**config.mk**
```make
export PLATFORM = sky130hd
export DESIGN_NAME = cronometro_regressivo
export DESIGN_NICKNAME = d
export VERILOG_FILES = /design/src/rtl/cronometro_regressivo.sv
export SDC_FILE = /design/constraint.sdc
export NUM_CORES = 1
export LEC_CHECK = 0
export CAP_MARGIN = 20
export CORE_ASPECT_RATIO = 0.7
export CORE_MARGIN = 2
export CORE_UTILIZATION = 39
export DETAILED_ROUTE_END_ITERATION = 16
export PLACE_DENSITY = 0.61
export SETUP_SLACK_MARGIN = 0.05
export SLEW_MARGIN = 20
export SYNTH_ARGS = -nofsm -noshare
export SYNTH_HDL_FRONTEND = slang
export SYNTH_SLANG_ARGS = --single-unit
export TNS_END_PERCENT = 100
```
**constraint.sdc**
```tcl
create_clock -name clock -period 4.7 [get_ports clock]
set_input_delay 0.94 -clock clock [delete_from_list [all_inputs] [get_ports clock]]
set_output_delay 0.94 -clock clock [all_outputs]
set_load 0.02 [all_outputs]
```
**src/rtl/cronometro_regressivo.sv**
```systemverilog
// cronometro_regressivo: countdown irrigation timer with a BCD MM:SS display.
// Loads a preset in minutes, counts down once per umSegundo tick and keeps
// the valve open while running. Pauses while the reservoir reads empty.
//
// Ports:
//   clock, reset (sync, active-low)
//   umSegundo      1 Hz one-cycle enable
//   iniciar        start request (level)
//   abortar        abort request (level), highest priority
//   presetMinutos  binary minutes, clamped to MAX_MINUTOS
//   nivelDagua     reservoir level, < NIVEL_MINIMO inhibits
//   dezenaMinuto, unidadeMinuto, dezenaSegundos, unidadeSegundos  BCD digits
//   valvula        valve drive, 1 = open
//   emPausa        high while paused
//   concluidoPulso one-cycle pulse on reaching 00:00
//   concluido      sticky completion flag
//   apagarDisplay  display blank request (blinks while paused)
//
// Optional: define PAUSA_PISCA_EN to enable the blink of apagarDisplay
// while paused; otherwise apagarDisplay is tied to 0.
module cronometro_regressivo #(
    parameter int MAX_MINUTOS  = 59,
    parameter int NIVEL_MINIMO = 1
) (
    input  logic       clock,
    input  logic       reset,
    input  logic       umSegundo,
    input  logic       iniciar,
    input  logic       abortar,
    input  logic [6:0] presetMinutos,
    input  logic [2:0] nivelDagua,
    output logic [3:0] dezenaMinuto,
    output logic [3:0] unidadeMinuto,
    output logic [3:0] dezenaSegundos,
    output logic [3:0] unidadeSegundos,
    output logic       valvula,
    output logic       emPausa,
    output logic       concluidoPulso,
    output logic       concluido,
    output logic       apagarDisplay
);

    typedef enum logic [1:0] {
        OCIOSO   = 2'd0,
        CONTANDO = 2'd1,
        PAUSADO  = 2'd2
    } estado_t;

    estado_t    estado_q, estado_d;
    logic [3:0] dm_q, dm_d;
    logic [3:0] um_q, um_d;
    logic [3:0] ds_q, ds_d;
    logic [3:0] us_q, us_d;
    logic       valvula_q, valvula_d;
    logic       pulso_q, pulso_d;
    logic       concluido_q, concluido_d;

    logic       inibe;
    logic [6:0] minutos_lim;
    logic [3:0] carga_dm, carga_um;
    logic [3:0] dec_dm, dec_um, dec_ds, dec_us;
    logic       b0, b1, b2;
    logic       zero_agora, zero_dec;

    assign inibe = (nivelDagua < 3'(NIVEL_MINIMO));

    assign minutos_lim = (presetMinutos > 7'(MAX_MINUTOS))
                       ? 7'(MAX_MINUTOS) : presetMinutos;

    // Preset never exceeds 99, so a single divide/modulo gives two BCD digits.
    assign carga_dm = 4'(minutos_lim / 7'd10);
    assign carga_um = 4'(minutos_lim % 7'd10);

    // Cascaded BCD borrow: each digit borrows only when all lower digits are 0.
    assign b0     = (us_q == 4'd0);
    assign b1     = b0 && (ds_q == 4'd0);
    assign b2     = b1 && (um_q == 4'd0);
    assign dec_us = b0 ? 4'd9 : us_q - 4'd1;
    assign dec_ds = b0 ? ((ds_q == 4'd0) ? 4'd5 : ds_q - 4'd1) : ds_q;
    assign dec_um = b1 ? ((um_q == 4'd0) ? 4'd9 : um_q - 4'd1) : um_q;
    assign dec_dm = b2 ? dm_q - 4'd1 : dm_q;

    assign zero_agora = ({dm_q, um_q, ds_q, us_q} == 16'h0000);
    assign zero_dec   = ({dec_dm, dec_um, dec_ds, dec_us} == 16'h0000);

    always_comb begin
        estado_d    = estado_q;
        dm_d        = dm_q;
        um_d        = um_q;
        ds_d        = ds_q;
        us_d        = us_q;
        pulso_d     = 1'b0;
        concluido_d = concluido_q;

        if (abortar) begin
            estado_d = OCIOSO;
            dm_d     = 4'd0;
            um_d     = 4'd0;
            ds_d     = 4'd0;
            us_d     = 4'd0;
        end else begin
            unique case (estado_q)
                OCIOSO: begin
                    if (iniciar) begin
                        if (minutos_lim == 7'd0) begin
                            dm_d        = 4'd0;
                            um_d        = 4'd0;
                            ds_d        = 4'd0;
                            us_d        = 4'd0;
                            pulso_d     = 1'b1;
                            concluido_d = 1'b1;
                        end else begin
                            dm_d        = carga_dm;
                            um_d        = carga_um;
                            ds_d        = 4'd0;
                            us_d        = 4'd0;
                            concluido_d = 1'b0;
                            estado_d    = inibe ? PAUSADO : CONTANDO;
                        end
                    end
                end
                CONTANDO: begin
                    if (inibe) begin
                        estado_d = PAUSADO;
                    end else if (umSegundo) begin
                        // Never wrap: a tick at 00:00 just finishes.
                        if (zero_agora || zero_dec) begin
                            dm_d        = 4'd0;
                            um_d        = 4'd0;
                            ds_d        = 4'd0;
                            us_d        = 4'd0;
                            estado_d    = OCIOSO;
                            pulso_d     = 1'b1;
                            concluido_d = 1'b1;
                        end else begin
                            dm_d = dec_dm;
                            um_d = dec_um;
                            ds_d = dec_ds;
                            us_d = dec_us;
                        end
                    end
                end
                PAUSADO: begin
                    if (!inibe) begin
                        estado_d = CONTANDO;
                    end
                end
                default: begin
                    estado_d = OCIOSO;
                end
            endcase
        end

        valvula_d = (estado_d == CONTANDO);
    end

    always_ff @(posedge clock) begin
        if (!reset) begin
            estado_q    <= OCIOSO;
            dm_q        <= 4'd0;
            um_q        <= 4'd0;
            ds_q        <= 4'd0;
            us_q        <= 4'd0;
            valvula_q   <= 1'b0;
            pulso_q     <= 1'b0;
            concluido_q <= 1'b0;
        end else begin
            estado_q    <= estado_d;
            dm_q        <= dm_d;
            um_q        <= um_d;
            ds_q        <= ds_d;
            us_q        <= us_d;
            valvula_q   <= valvula_d;
            pulso_q     <= pulso_d;
            concluido_q <= concluido_d;
        end
    end

`ifdef PAUSA_PISCA_EN
    logic pisca_q, pisca_d;

    // Cleared on entry, so the first tick spent paused turns the blank on.
    always_comb begin
        pisca_d = 1'b0;
        if (estado_q == PAUSADO && estado_d == PAUSADO) begin
            pisca_d = umSegundo ? ~pisca_q : pisca_q;
        end
    end

    always_ff @(posedge clock) begin
        if (!reset) begin
            pisca_q <= 1'b0;
        end else begin
            pisca_q <= pisca_d;
        end
    end

    assign apagarDisplay = pisca_q;
`else
    assign apagarDisplay = 1'b0;
`endif

    assign dezenaMinuto    = dm_q;
    assign unidadeMinuto   = um_q;
    assign dezenaSegundos  = ds_q;
    assign unidadeSegundos = us_q;
    assign valvula         = valvula_q;
    assign emPausa         = (estado_q == PAUSADO);
    assign concluidoPulso  = pulso_q;
    assign concluido       = concluido_q;

endmodule

```
==> flow_metrics.py <==
metrics = {
    "place": {
        "gp_congestion": 0.866,
        "dp_hpwl_microns": 3860,
        "place_ws_ns": 0.117,
        "portBuffers": 34,
    },
    "sta": {
        "fmax_mhz": 230,
        "setup_viol": 0,
        "worst-slew-pin-transition_ns": 0.815,
        "layout_setup_ws_ns": 0.353,
        "hold_violations": 0,
        "fin_skew_ns": 0.00398,
        "period_minus_slack_ns": 4.35,
        "slew_violations": 0,
        "rsz0062_at_grt": "no",
        "finalCritPeriodShare": 0.925,
        "fin_tns_setup_ns": 0,
        "slew_headroom": 0.450,
    },
    "setup_path": {
        "arrival_ns": 4.54,
        "path_cells": "clkdlybuf4s50_1, or2_2, ha_1, or2_2, or3_1, a21oi_1, nand3_1, and3_1, ha_1, or3_1, o21a_1, a311o_1, o211ai_1",
        "cp-start-kind": "primary input",
        "critPathKind": "in -> reg",
        "slowest_delay_ns": 0.51,
        "cp_max_fo": 7,
        "endpoint_kind": "register",
        "path_delay_family": "simple AND/OR/NAND/NOR gates",
        "cp_slowest_cell": "clkdlybuf4s50_1",
        "required_ns": 4.90,
        "cp.buffers_inverters": 1,
    },
    "clocking": {
        "htree_levels": 1,
        "clk_pin_slew_ns": 0.08,
        "ctsResizeCount": 0,
        "cts_hold_buf": 0,
        "postCtsSetupBuffers": 0,
        "clock_path_buffers": 2,
        "cts-root-buf": "clkbuf_8",
        "clk_latency_ns": 0.27,
        "clock-sinks": 21,
        "cts_tree": "done",
        "cts_buffers": 3,
    },
    "synth": {
        "ys_types": 56,
        "yosys.area.top_type": "dfxtp_1",
        "syn_avg_cell_area_sq_um": 7.28,
        "synth-compound-area-share": 0.252,
        "synth.mux.area_fraction": 0.00557,
        "yosys.area_share.xor_xnor": 0.0146,
        "async_flop_share": 0,
        "syn_nets": 270,
        "synth_edf_count": 0,
        "synthDominantCellAreaShare": 0.234,
        "synthTopCellsByArea": "dfxtp_1, ha_1, nand3_1",
        "synth_fa_ha_area_frac": 0.0557,
        "syn_area_sq_mm": 0.00180,
        "synthCells": 247,
        "synth_top_family_by_area": "simple AND/OR/NAND/NOR gates",
        "dominantRegCellSynth": "dfxtp_1",
        "seq_area_frac_synth": 0.234,
        "ys_seq_elements": 21,
        "ys_warn_count": 0,
        "synth-simple-area-share": 0.385,
    },
    "die": {
        "dieHeight_microns": 60.8,
        "core-area_sq_mm": 0.00438,
        "start_util": 0.411,
        "die_w_microns": 85.2,
        "ioPinCount": 36,
        "rows": 20,
        "die_area_sq_mm": 0.00518,
    },
    "final_layout": {
        "final-seq-area_sq_um": 420,
        "insertedDiodeCount": 0,
        "syn2layout_area_growth_pct": 24.3,
        "fill_cells": 441,
        "nNetsFinal": 302,
        "drive_above_1_share": 0.0647,
        "multiInputGateArea_sq_mm": 0.00128,
    },
    "routing": {
        "avgViaCountPerCell": 5.99,
        "num_vias": 1996,
        "routed_wl_microns": 5050,
        "first_iter_violations": 159,
        "drc": 0,
        "dr.pass1.iters": 5,
        "wire_per_inst_microns": 15.2,
        "ant_nets": 0,
    },
    "grt": {
        "grtUsageTotal": 0.205,
        "antenna_found_initial": 0,
        "grt_overflow_total": 0,
        "grt_max_degree": 16,
        "grt_pass1_wl_microns": 8430,
        "grt_pass1_vias": 1690,
    },
    "power_and_ir_drop": {
        "p_leak_nw": 0.800,
        "vdd_drop_max_mv": 0.152,
        "power.density_mw_per_mm2": 202,
    },
    "status": {
        "outcome": "finished, final reports clean",
    },
    "flow_run": {
        "drv_cap": 0,
    },
    "min_path": {
        "hold_class": "reg -> reg",
    },
}
-- metrics by stage --
stage | hold WS (ns) | power, mW | util | cell area (sq um) | std cells
floorplan | 0.494 | 0.283 | - | 1800 | 247
global placement | 0.459 | 0.333 | 0.500 | 2190 | 329
detailed placement | 0.455 | 0.331 | 0.500 | 2190 | 329
CTS | 0.470 | 0.453 | 0.510 | 2230 | 333
global route | 0.487 | 0.476 | 0.510 | 2230 | 333
finish | 0.461 | 0.452 | 0.510 | 2230 | 333
-- registers in the layout, indices dropped and copies added, names as in the netlist --
register	cells
unidadeMinuto	4
concluidoPulso	1
estado_q	2
valvula	1
dezenaMinuto	4
unidadeSegundos	4
concluido	1
dezenaSegundos	4
-- worst min-delay path, cell delays in order, from the launching register on --
cell     delay [ns]
dfxtp_1        0.32
nand2_1        0.05
mux2i_1        0.05
-- layout by cell type (no fill, tap or decap), drive strengths merged, types with 4 or more instances in the layout --
cell and n:
nor3b 6, o21ai 10, clkdlybuf4s50 34, nand2 23, a21oi 14, dfxtp 21
nor3 13, nor2 19, nand2b 5, nor2b 8, a31oi 7, and3 4
clkbuf 4, nand3 20, nand4 4, inv 8, buf 6, or3 8
ha 8, o211ai 4
-- report_power, final --
group,switching [mW],internal [mW],total (mW)
Combinational,0.0797,0.0586,0.138
Clock,0.0625,0.0606,0.123
Sequential,0.00780,0.183,0.191
Total,0.150,0.302,0.452
-- path summary, 6_finish.rpt --
check	cells after the start	slack, ns	to	start
max	13	0.35	unidadeMinuto[2]	presetMinutos[6]
min	2	0.46	concluido	concluido
max reg2reg	8	2.06	dezenaMinuto[1]	unidadeSegundos[0]
min reg2reg	2	0.46	concluido	concluido
-- layer usage --
metal	GRT usage	vias to the layer above	share of wire
li1	-	987	-
met1	0.332	925	0.55
met2	0.276	82	0.38
met3	0.0408	2	0.076
met4	0.0317	0	0.0022
met5	0	-	0
-- kinds of logic (layout without fill, tap and decap cells) --
group,Yosys count,after routing
buffers and inverters,21,52
muxes,1,1
DFF,21,21
adders and majority gates,8,8
AOI/OAI and AO/OA,64,64
and+or+nand+nor,128,128
xor gates and xnor gates,3,3
other,1,1
-- area by class of cell --
type | instances | area share
inverter | 8 | 0.0134
multi-input combinational | 205 | 0.575
sequential | 21 | 0.188
timing repair buffer | 40 | 0.172
tap | 55 | 0.0308
clock buffer | 4 | 0.0202
-- cells in the mapped netlist, drive strengths merged (8+ instances only) --
| cell | n |
|---|---|
| nor2b | 8 |
| nand3 | 20 |
| clkbuf | 8 |
| nor2 | 19 |
| o21ai | 10 |
| nor3 | 13 |
| a21oi | 14 |
| ha | 8 |
| dfxtp | 21 |
| nand2 | 23 |
| or3 | 8 |
| inv | 8 |
(Power assumes the default switching activity.)
==> RTL edit 1 (config.mk and constraints unchanged) <==
The output `concluidoPulso` loses its register stage (`pulso_q` becomes a continuous assignment).
--- a/src/rtl/cronometro_regressivo.sv
+++ b/src/rtl/cronometro_regressivo.sv
@@ -163,5 +163,4 @@
             us_q        <= 4'd0;
             valvula_q   <= 1'b0;
-            pulso_q     <= 1'b0;
             concluido_q <= 1'b0;
         end else begin
@@ -172,8 +171,9 @@
             us_q        <= us_d;
             valvula_q   <= valvula_d;
-            pulso_q     <= pulso_d;
             concluido_q <= concluido_d;
         end
     end
+
+    assign pulso_q = pulso_d;
 
 `ifdef PAUSA_PISCA_EN
Function: changed (a bounded check fails within 4 cycles, from zero or initial values and one cycle with reset low).
==> RTL edit 1 against the original RTL <==
Via count fell by 10%. Power rose by 3.7%. Count of clock-buffer cells in the layout did not move. Cell area fell by 6.0%. Critical path depth fell by 4. Die area fell by 6.8%. Largest cell class unchanged. Sequential power fell by 4%. Final cell count fell by 4.5%. Worst setup slack improved by 0.21 ns. Area after synthesis fell by 7.2%. Routed wire length fell by 7.1%. Sequential cell count fell by 1. Hold slack improved by 0.029 ns. Global-route usage rose by 0.21 points.
==> RTL edit 1: results (changes against the original RTL) <==
\begin{tabular}{lr}
\hline
Metric & Value \\
\hline
\multicolumn{2}{l}{\textbf{Final layout}} \\
Ratio of cells with drive above 1 in the final layout & 6.39\% (was 6.47\%) \\
NumNets Final & 290 (was 302) \\
\multicolumn{2}{l}{\textbf{Synthesis}} \\
Mux cell area share after synthesis & 1.87\% (was 0.557\%) \\
Xor/xnor share of the synthesized area & 1.57\% (was 1.46\%) \\
Sequential element share of the synthesized area & 24.0\% (was 23.4\%) \\
Cells taking the most area after synthesis & sky130\_fd\_sc\_hd\_\_dfxtp\_1 24\%, sky130\_fd\_sc\_hd\_\_nor2\_1 8.8\%, sky130\_fd\_sc\_hd\_\_ha\_1 6.0\%, sky130\_fd\_sc\_hd\_\_a21oi\_1 5.4\%, sky130\_fd\_sc\_hd\_\_nand2\_1 4.5\% (was sky130\_fd\_sc\_hd\_\_dfxtp\_1 23\%, sky130\_fd\_sc\_hd\_\_ha\_1 5.6\%, sky130\_fd\_sc\_hd\_\_nand3\_1 5.6\%, sky130\_fd\_sc\_hd\_\_nand2\_1 4.8\%, sky130\_fd\_sc\_hd\_\_nor2\_1 4.0\%) \\
\multicolumn{2}{l}{\textbf{Global route}} \\
Maximum number of pins on one net before global-route repair & 15 (was 16) \\
Wire length of the first global-routing pass & 7600 um (was 8430 um) \\
Via count of the first global-routing pass & 1510 (was 1690) \\
Global-route usage over all layers & 20.7\% (was 20.5\%) \\
\multicolumn{2}{l}{\textbf{Die}} \\
Core Region & 4020 um2 (was 4380 um2) \\
\multicolumn{2}{l}{\textbf{Setup path}} \\
Worst Path Arrival & 3.20 ns (was 4.54 ns) \\
\multicolumn{2}{l}{\textbf{Route}} \\
Via-per-instance ratio & 5.64 (was 5.99) \\
Number of iterations in the first detailed-routing pass & 4 (was 5) \\
Average wire per cell in the routed design & 14.7 um (was 15.2 um) \\
Iter 0 DRT Violations & 178 (was 159) \\
\multicolumn{2}{l}{\textbf{Placement}} \\
Gpl congestion & 0.844 (was 0.866) \\
\multicolumn{2}{l}{\textbf{Power}} \\
Peak supply drop & 0.130 mV (was 0.152 mV) \\
\multicolumn{2}{l}{\textbf{Timing}} \\
Max-slew headroom at the worst pin & 57.3\% (was 45.0\%) \\
\multicolumn{2}{l}{\textbf{Status}} \\
Status & complete, no violations (unchanged) \\
\hline
\end{tabular}
## RTL edit 1: cell types whose count changed in the layout (fill, tap and decap cells not counted), moves of 5 or more
cell	change
sky130_fd_sc_hd__nor3b_1	-5
sky130_fd_sc_hd__o21ai_1	+5
sky130_fd_sc_hd__nand3_1	-10
sky130_fd_sc_hd__nor2_1	+20
## RTL edit 1: layout make-up
| class | count | area, um2 |
|---|---|---|
| Multi-Input combinational cell | 198 | 1190 |
| Sequential cell | 20 | 400 |
| Inverter | 8 | 30.0 |
| Tap cell | 52 | 65.1 |
| Fill cell | 411 | 1920 |
| Timing Repair Buffer | 36 | 355 |
| Clock buffer | 4 | 55.1 |
## RTL edit 1: logic make-up after synthesis
group | Yosys count
flip-flops | 20
multiplexers | 3
AO/OA/AOI/OAI | 67
adder cells (fa/ha/maj) | 8
XOR/XNOR | 3
buffers and inverters | 18
AND/OR/NAND/NOR | 116
other | 1
## RTL edit 1: worst paths after layout
| kind | start | cells after the start | to | slack, ns |
|---|---|---|---|---|
| worst min register to register | dezenaMinuto[3] | 2 | dezenaMinuto[3] | 0.49 |
| worst max register to register | unidadeSegundos[0] | 9 | unidadeSegundos[2] | 1.88 |
| worst max-delay path | unidadeSegundos[0] | 9 | concluidoPulso | 0.56 |
| worst min-delay path | dezenaMinuto[3] | 2 | dezenaMinuto[3] | 0.49 |
## RTL edit 1: layer usage
metal / routed length (um) / vias to the layer above / track usage [%]
met5: 0 / - / 0
li1: - / 915 / -
met4: 23 / 0 / 3.81
met1: 2500 / 814 / 35.1
met2: 1730 / 63 / 25.9
met3: 432 / 2 / 3.83
## RTL edit 1: stage by stage
step	utilization [%]	hold slack, ns	worst slack, ns	instance area (um2)	cells
2_1_floorplan	-	0.546	1.06	1670	236
3_3_place_gp	50.9	0.482	0.459	2050	314
3_5_place_dp	50.9	0.476	0.387	2050	314
4_1_cts	52.3	0.490	0.566	2100	318
5_1_grt	52.3	0.524	0.261	2100	318
6_report	52.3	0.489	0.565	2100	318
## RTL edit 1: worst max-delay path: stages (launching register included)
cell                              delay [ns]
sky130_fd_sc_hd__dfxtp_1                0.39
sky130_fd_sc_hd__inv_1                  0.11
sky130_fd_sc_hd__ha_1                   0.19
sky130_fd_sc_hd__or4b_1                 0.60
sky130_fd_sc_hd__nor4_2                 0.41
sky130_fd_sc_hd__nand2_1                0.10
sky130_fd_sc_hd__a21oi_1                0.22
sky130_fd_sc_hd__a31oi_1                0.12
sky130_fd_sc_hd__nor3_1                 0.16
sky130_fd_sc_hd__clkdlybuf4s50_1        0.63
## RTL edit 1: where the power goes
part	switching, uW	leakage (uW)	internal, uW
registers	8.85	0.000162	175
clock network	59.8	0.0000288	74.7
logic	85.6	0.000608	64.9
total	154	0.000799	315
==> RTL edit 2 (same settings) <==
Made on the original files. Build with the macro `PAUSA_PISCA_EN` defined.
--- a/src/rtl/cronometro_regressivo.sv
+++ b/src/rtl/cronometro_regressivo.sv
@@ -19,4 +19,6 @@
 // Optional: define PAUSA_PISCA_EN to enable the blink of apagarDisplay
 // while paused; otherwise apagarDisplay is tied to 0.
+`define PAUSA_PISCA_EN
+
 module cronometro_regressivo #(
     parameter int MAX_MINUTOS  = 59,
Check against the original RTL: not equivalent (Yosys sat finds a counterexample within 4 cycles, from zero or initial values and one cycle with reset low).
==> RTL edit 2 against the original RTL <==
Cell area rose by 6.7%. Clock power is 15% higher. Routed wire length up 2.5%. Worst setup slack better by 0.33 ns. Maximum frequency rose by 8.2%. Sequential cell count rose by 1. Power is 11% higher. Critical path type unchanged. Sequential share of layout area shrank 0.34 points. Critical endpoint is now unidadeMinuto[1]. Area after synthesis rose by 6.1%.
==> RTL edit 2: results (changes against the original RTL) <==
\begin{tabular}{lr}
\hline
Metric & Value \\
\hline
\multicolumn{2}{l}{\textbf{Placement}} \\
Post-detailed-placement cell area & 2330 um2 (was 2190 um2) \\
Gpl congestion & 0.910 (was 0.866) \\
Number of placed cells counting well taps & 348 (was 329) \\
\multicolumn{2}{l}{\textbf{Timing}} \\
Post-route clock skew & 0.00314 ns (was 0.00398 ns) \\
Worst Max-Slew Pin Slew & 0.781 ns (was 0.815 ns) \\
\multicolumn{2}{l}{\textbf{Route}} \\
Drt total wl & 5170 um (was 5050 um) \\
Iter 0 DRT Violations & 127 (was 159) \\
Average wire per cell in the routed design & 14.7 um (was 15.2 um) \\
\multicolumn{2}{l}{\textbf{Power}} \\
Peak supply drop & 0.0904 mV (was 0.152 mV) \\
Pleak & 0.000884 uW (was 0.000800 uW) \\
\multicolumn{2}{l}{\textbf{Global route}} \\
Via count of the first global-routing pass & 1751 (was 1690) \\
Wire length of the first global-routing pass & 8620 um (was 8430 um) \\
Global-route usage over all layers & 19.6\% (was 20.5\%) \\
Maximum number of pins on one net before global-route repair & 19 (was 16) \\
\multicolumn{2}{l}{\textbf{Setup path}} \\
Worst Path Arrival & 4.22 ns (was 4.54 ns) \\
Max Fanout on Critical Path & 12 (was 7) \\
Delay of the slowest cell on the worst path & 0.41 ns (was 0.51 ns) \\
Standard cell with the maximum stage delay on the critical path & sky130\_fd\_sc\_hd\_\_clkdlybuf4s50\_1 (unchanged) \\
\multicolumn{2}{l}{\textbf{Synthesis}} \\
Syn Nets & 272 (was 270) \\
Most numerous cell types in the synthesized netlist & 27 x sky130\_fd\_sc\_hd\_\_nand2\_1, 22 x sky130\_fd\_sc\_hd\_\_dfxtp\_1, 19 x sky130\_fd\_sc\_hd\_\_nor2\_1 (was 23 x sky130\_fd\_sc\_hd\_\_nand2\_1, 21 x sky130\_fd\_sc\_hd\_\_dfxtp\_1, 20 x sky130\_fd\_sc\_hd\_\_nand3\_1) \\
Cell count after synthesis & 250 (was 247) \\
Sequential element share of the synthesized area & 23.1\% (was 23.4\%) \\
\multicolumn{2}{l}{\textbf{Status}} \\
Status & complete, no violations (unchanged) \\
\multicolumn{2}{l}{\textbf{Final layout}} \\
NumNets Final & 306 (was 302) \\
Ratio of cells with drive above 1 in the final layout & 9.89\% (was 6.47\%) \\
Diode insertion count for antenna repair & 0 (unchanged) \\
\hline
\end{tabular}
RTL edit 2: metrics by stage:
| stage | util (%) | hold slack [ns] |
|---|---|---|
| floorplan | - | 0.514 |
| global placement | 49.0 | 0.509 |
| detailed placement | 49.0 | 0.507 |
| CTS | 50.1 | 0.522 |
| global route | 50.1 | 0.552 |
| finish | 50.1 | 0.519 |
RTL edit 2: final cells by class:
cell class | instances | area, um2
fill | 452 | 2370
multi-input combinational | 209 | 1380
sequential | 22 | 440
timing repair buffer | 41 | 395
tap | 69 | 86.3
clock buffer | 4 | 55.1
inverter | 7 | 26.3
RTL edit 2: routing by layer:
layer	up-vias	track usage (%)	wire length, um
met3	10	5.55	410
met2	84	25.5	1950
li1	1013	-	-
met4	0	5.38	89
met1	917	30.7	2720
met5	-	0	0
RTL edit 2: kinds of logic after synthesis:
kind of cell	Yosys count	synth area share, %
simple gates	122	37.5
mux	1	0.525
fa+ha+maj	7	4.59
compound gates	76	28.4
buf+inv	19	4.53
flops	22	23.1
xor+xnor	3	1.38
RTL edit 2: final timing paths:
kind                 endpoint  depth (start not counted)             start  slack (ns)
max          unidadeMinuto[1]                         15  presetMinutos[6]        0.68
min           dezenaMinuto[3]                          2   dezenaMinuto[3]        0.52
max reg2reg   dezenaMinuto[0]                          5       estado_q[0]        2.34
min reg2reg   dezenaMinuto[3]                          2   dezenaMinuto[3]        0.52
RTL edit 2: critical path, delay by kind of cell:
family / cells / cell delay, ns
buf+inv: 2 / 0.60
fa+ha+maj: 2 / 0.59
simple gates: 6 / 1.30
compound gates: 5 / 0.80
RTL edit 2: power breakdown:
part           total (uW)  switching, uW  internal, uW
clock network         142           67.5          74.9
registers             200           8.41           192
logic                 158           91.5          66.5
total                 501            167           333
